--- src/rtl/mem_port_arbiter.sv ---
// mem_port_arbiter
//
// Round-robin arbiter and sequencer that lets two masters share the single
// port of a synchronous memory with registered read data. It makes at most
// one access per cycle. A master can hold ownership for a bounded number of
// consecutive grants, which allows atomic read-modify-write sequences.
//
// Ports
//   clk_i, rst_i          clock; synchronous active-high reset
//   mX_req_i              access request, held until granted
//   mX_we_i               1 = write, 0 = read
//   mX_addr_i/wdata_i     access address / write data
//   mX_lock_i             keep ownership after this access
//   mX_gnt_o              combinational grant (access accepted this cycle)
//   mX_rvalid_o           read data valid (cycle after a read grant)
//   mX_rdata_o            read data, meaningful only while mX_rvalid_o is high
//   mem_*_o / mem_rdata_i memory-side port
module mem_port_arbiter #(
    parameter int unsigned WIDTH      = 16,
    parameter int unsigned ADDR_WIDTH = 16,
    parameter int unsigned LOCK_MAX   = 4
) (
    input  logic                  clk_i,
    input  logic                  rst_i,
    input  logic                  m0_req_i,
    input  logic                  m0_we_i,
    input  logic [ADDR_WIDTH-1:0] m0_addr_i,
    input  logic [WIDTH-1:0]      m0_wdata_i,
    input  logic                  m0_lock_i,
    output logic                  m0_gnt_o,
    output logic                  m0_rvalid_o,
    output logic [WIDTH-1:0]      m0_rdata_o,
    input  logic                  m1_req_i,
    input  logic                  m1_we_i,
    input  logic [ADDR_WIDTH-1:0] m1_addr_i,
    input  logic [WIDTH-1:0]      m1_wdata_i,
    input  logic                  m1_lock_i,
    output logic                  m1_gnt_o,
    output logic                  m1_rvalid_o,
    output logic [WIDTH-1:0]      m1_rdata_o,
    output logic [ADDR_WIDTH-1:0] mem_addr_o,
    output logic [WIDTH-1:0]      mem_wdata_o,
    output logic                  mem_wr_en_o,
    output logic                  mem_rd_en_o,
    input  logic [WIDTH-1:0]      mem_rdata_i
);

    localparam int unsigned CntWidth = $clog2(LOCK_MAX + 1);
    localparam logic [CntWidth-1:0] LockMaxC = CntWidth'(LOCK_MAX);

    typedef enum logic [1:0] {
        StArb,
        StOwn0,
        StOwn1
    } state_e;

    state_e                r_state, w_state_next;
    logic                  r_rr_ptr, w_rr_next;
    logic [CntWidth-1:0]   r_lock_cnt, w_lock_cnt_next;
    logic [1:0]            r_rd_tag, w_rd_tag_next;
    logic [CntWidth-1:0]   w_cnt_inc;
    logic                  w_gnt0, w_gnt1;

    assign w_cnt_inc = r_lock_cnt + CntWidth'(1);

    always_ff @(posedge clk_i) begin
        if (rst_i) begin
            r_state    <= StArb;
            r_rr_ptr   <= 1'b0;
            r_lock_cnt <= '0;
            r_rd_tag   <= 2'b00;
        end else begin
            r_state    <= w_state_next;
            r_rr_ptr   <= w_rr_next;
            r_lock_cnt <= w_lock_cnt_next;
            r_rd_tag   <= w_rd_tag_next;
        end
    end

    always_comb begin
        w_gnt0          = 1'b0;
        w_gnt1          = 1'b0;
        w_state_next    = r_state;
        w_rr_next       = r_rr_ptr;
        w_lock_cnt_next = r_lock_cnt;
        // Reset blocks every grant so no access leaks out during a reset cycle.
        if (!rst_i) begin
            unique case (r_state)
                StArb: begin
                    // rr_ptr only matters on a tie.
                    if (m0_req_i && (!m1_req_i || !r_rr_ptr)) begin
                        w_gnt0    = 1'b1;
                        w_rr_next = 1'b1;
                        if (m0_lock_i) begin
                            w_state_next    = StOwn0;
                            w_lock_cnt_next = CntWidth'(1);
                        end
                    end else if (m1_req_i) begin
                        w_gnt1    = 1'b1;
                        w_rr_next = 1'b0;
                        if (m1_lock_i) begin
                            w_state_next    = StOwn1;
                            w_lock_cnt_next = CntWidth'(1);
                        end
                    end
                end
                StOwn0: begin
                    if (!m0_req_i) begin
                        w_state_next    = StArb;
                        w_lock_cnt_next = '0;
                    end else begin
                        w_gnt0 = 1'b1;
                        if (m0_lock_i && (w_cnt_inc < LockMaxC)) begin
                            w_lock_cnt_next = w_cnt_inc;
                        end else begin
                            w_state_next    = StArb;
                            w_lock_cnt_next = '0;
                            w_rr_next       = 1'b1;
                        end
                    end
                end
                StOwn1: begin
                    if (!m1_req_i) begin
                        w_state_next    = StArb;
                        w_lock_cnt_next = '0;
                    end else begin
                        w_gnt1 = 1'b1;
                        if (m1_lock_i && (w_cnt_inc < LockMaxC)) begin
                            w_lock_cnt_next = w_cnt_inc;
                        end else begin
                            w_state_next    = StArb;
                            w_lock_cnt_next = '0;
                            w_rr_next       = 1'b0;
                        end
                    end
                end
                default: begin
                    w_state_next    = StArb;
                    w_lock_cnt_next = '0;
                end
            endcase
        end
    end

    // The grants are mutually exclusive, so a priority mux is enough.
    always_comb begin
        mem_addr_o  = '0;
        mem_wdata_o = '0;
        if (w_gnt0) begin
            mem_addr_o  = m0_addr_i;
            mem_wdata_o = m0_wdata_i;
        end else if (w_gnt1) begin
            mem_addr_o  = m1_addr_i;
            mem_wdata_o = m1_wdata_i;
        end
    end

    assign mem_wr_en_o   = (w_gnt0 & m0_we_i) | (w_gnt1 & m1_we_i);
    assign mem_rd_en_o   = (w_gnt0 & ~m0_we_i) | (w_gnt1 & ~m1_we_i);
    assign w_rd_tag_next = {w_gnt1 & ~m1_we_i, w_gnt0 & ~m0_we_i};

    assign m0_gnt_o = w_gnt0;
    assign m1_gnt_o = w_gnt1;

    // The read tag is registered. Gating it with rst_i drops an rvalid that is
    // pending in a reset cycle, and it forces every output to zero during reset.
    assign m0_rvalid_o = r_rd_tag[0] & ~rst_i;
    assign m1_rvalid_o = r_rd_tag[1] & ~rst_i;
    assign m0_rdata_o  = rst_i ? '0 : mem_rdata_i;
    assign m1_rdata_o  = rst_i ? '0 : mem_rdata_i;

endmodule

--- config.mk ---
export PLATFORM = sky130hd
export DESIGN_NAME = mem_port_arbiter
export DESIGN_NICKNAME = d
export VERILOG_FILES = /design/src/rtl/mem_port_arbiter.sv
export SDC_FILE = /design/constraint.sdc
export NUM_CORES = 1
export LEC_CHECK = 0
export ABC_AREA = 0
export BUFFER_PORTS_ARGS = -buffer_cell sky130_fd_sc_hd__buf_2
export CAP_MARGIN = 40
export CELL_PAD_IN_SITES_DETAIL_PLACEMENT = 1
export CELL_PAD_IN_SITES_GLOBAL_PLACEMENT = 1
export CORE_MARGIN = 8
export CORE_UTILIZATION = 20
export CTS_BUF_LIST = sky130_fd_sc_hd__clkbuf_2
export DETAILED_ROUTE_END_ITERATION = 10
export PLACE_DENSITY_LB_ADDON = 0.1
export SYNTH_ARGS = -nofsm -noshare
export SYNTH_HDL_FRONTEND = slang
export SYNTH_SLANG_ARGS = --single-unit
--- constraint.sdc ---
create_clock -name clk_i -period 2.8 [get_ports clk_i]
set_clock_uncertainty 0.05 [all_clocks]
set_input_delay 0.14 -clock clk_i [delete_from_list [all_inputs] [get_ports clk_i]]
set_output_delay 0.14 -clock clk_i [all_outputs]
set_load 0.03 [all_outputs]
==> impl_metrics.ini <==
[run_status]
status = finished clean

[detailed_routing]
via_per_inst = 4.40
dr.pass1.iters = 5
drt_iter0_markers = 16
ant_nets = 0
drc = 0
vias = 1521
wl_per_cell_um = 17.1
wl_mm = 5.93

[global_route]
grt_pass1_vias = 1581
grt_overflow_total = 0
grt_usage_pct = 13.4
grt_pass1_wl_mm = 8.98
grt_max_degree = 33
antenna_found_initial = 0

[worst_setup_path]
worst_ep_required_time_ns = 2.61
timing.setup.critical_path_class = register to primary output
cp-startpoint = r_state[0]
worstPathArrival_ns = 2.26
endpoint_kind = primary output
timing.rr.start = r_state[1]
worstPathMaxFanout = 32
critPathLaunchType = register
r2r_cells = 6

[timing]
relSlewSlack_pct = 62.4
setup_viol = 0
max_freq_mhz = 409
finalMaxSlewViolations = 0
setup-tns-final_ns = 0
period_share_pct = 87.4
hold_viol = 0
rsz0062_at_grt = no
worst_slew_pin_slew_ns = 0.564
setup_ws_ns = 0.353
layout_min_cycle_time_ns = 2.45

[clock_network]
postCtsHoldBufs = 0
clock_path_buffers = 2
root_buffer = clkbuf_2
cts_tree = done
post_cts_resized = 0
cts.sinks = 8
cts_setup_buffers = 0
clk_latency_ns = 0.24
htree_levels = 1
numCtsBuffers = 3
clk_pin_slew_ns = 0.09

[finish]
synthToLayoutAreaGrowth_pct = 65.5
layout-drive-gt1-share_pct = 62.8
fin_area_mm2 = 0.00185
antenna_cells = 0
ff_latch_area_um2 = 160
nets = 369
final_util_pct = 34.0
fill_cells = 720
multi_input_area_um2 = 752
fin_cells = 346

[placed_design]
pre_cts_slack_ns = 0.606
place_congestion = 0.793
place_area_mm2 = 0.00184
hpwl_mm = 5.17
placed_cells = 343
io_buffers = 157

[synthesis]
synth.largest_area_cell = a22o_1
synth_ff_type = dfxtp_1
avgSynthCellArea_um2 = 8.22
synth-edff-count = 0
synthTopCellsByArea = a22o_1 27%, dfxtp_1 14%, buf_4 11%
syn_inst = 136
netlist_area_mm2 = 0.00112
ys_ff_latch = 8
yosys.area.top_type_share_pct = 26.6
synth.cells.most_frequent = 34 x a22o_1, 18 x nor2b_1, 16 x buf_4, 8 x dfxtp_1, 7 x inv_1
ys_types = 34
yosys.cell_count.top_type = a22o_1
async_reset_ff_share_pct = 0
yosysWarnings = 0
ys_seq_area_share_pct = 14.3
syn_nets = 229

[floorplan]
core_area_mm2 = 0.00544
chipHeight_um = 90.8
ioPinCount = 158
rows = 27
die_w_um = 90.8
start_util_pct = 20.6
die_area_mm2 = 0.00824

[pwr]
ir_drop_mv = 0.316
p_leak_nw = 1.11
powerDensity_mw_per_mm2 = 554

[worst_hold_path]
worstHoldStart = m1_we_i
min_path_cells = 2
hp-class = primary input to register

[job]
drv_cap = 0
==> layout by cell type, fill, tap and decap left out <==
| master | count |
|---|---|
| a21bo_2 | 1 |
| a21boi_1 | 2 |
| a21boi_2 | 1 |
| a21oi_1 | 5 |
| a221oi_1 | 1 |
| a221oi_2 | 1 |
| a22o_1 | 34 |
| a311oi_1 | 1 |
| and2_1 | 1 |
| and2b_2 | 1 |
| and3_2 | 1 |
| buf_2 | 157 |
| buf_4 | 3 |
| clkbuf_2 | 3 |
| dfxtp_1 | 8 |
| ha_1 | 5 |
| inv_1 | 7 |
| nand2_1 | 3 |
| nand2b_1 | 1 |
| nand3_1 | 3 |
| nand4bb_1 | 1 |
| nor2_1 | 3 |
| nor2_2 | 1 |
| nor2b_1 | 18 |
| nor3_1 | 1 |
| nor3b_4 | 1 |
| o21ai_2 | 1 |
| o21bai_1 | 2 |
| o31ai_1 | 2 |
| o41ai_1 | 1 |
| or2_2 | 1 |
| or4_1 | 2 |
| xnor2_1 | 1 |
==> per-stage QoR <==
| step | power, mW | hold slack [ns] |
|---|---|---|
| floorplan | 0.738 | 0.162 |
| global placement | 0.962 | 0.290 |
| detailed placement | 0.965 | 0.291 |
| CTS | 1.04 | 0.0162 |
| global route | 1.10 | 0.0156 |
| finish | 1.03 | 0.0297 |
==> sequential cells by signal (all words and copies together), names as in the netlist <==
name        cells
r_rr_ptr        1
r_rd_tag        2
r_state         2
r_lock_cnt      3
==> routing by layer <==
| layer | global-route usage, % | up-vias | routed length [µm] |
|---|---|---|---|
| li1 | - | 766 | - |
| met1 | 13.8 | 672 | 2290 |
| met2 | 25.0 | 79 | 3050 |
| met3 | 5.90 | 4 | 565 |
| met4 | 1.64 | 0 | 29 |
| met5 | 0 | - | 0 |
==> path summary, 6_finish.rpt <==
path                                        to  slack, ns
worst max-delay path            mem_wdata_o[0]       0.35
worst min register to register   r_lock_cnt[1]       0.41
worst max register to register        r_rr_ptr       1.03
worst min-delay path               r_rd_tag[1]       0.03
==> power breakdown <==
part | switching (mW) | internal [mW] | leakage [nW]
clock | 0.0438 | 0.0292 | 0.0125
sequential | 0.0203 | 0.138 | 0.0655
combinational | 0.510 | 0.284 | 1.03
total | 0.574 | 0.451 | 1.11
==> logic make-up (layout without fill, tap and decap cells) <==
logic type      count (synthesis)  after routing  synth area share, %
buf+inv                        32            170                 18.5
fa+ha+maj                       5              5                 5.59
xor+xnor                        1              1                0.783
flops                           8              8                 14.3
simple gates                   38             38                 21.6
compound gates                 52             52                 39.3
==> critical path, stage by stage (launching register included) <==
cell	delay, ns
dfxtp_1	0.36
inv_1	0.08
ha_1	0.26
a21boi_1	0.16
o21ai_2	0.19
nor3b_4	0.20
buf_4	0.33
a22o_1	0.19
buf_2	0.21
==> final cells by class <==
class / instances / share of cell area [%]
inverters: 7 / 1.42
clock buffers: 3 / 0.811
well taps: 72 / 4.86
multi-input cells: 96 / 40.6
repair buffers: 160 / 43.6
flip-flops and latches: 8 / 8.65
Power figures use the tool's default switching activity.
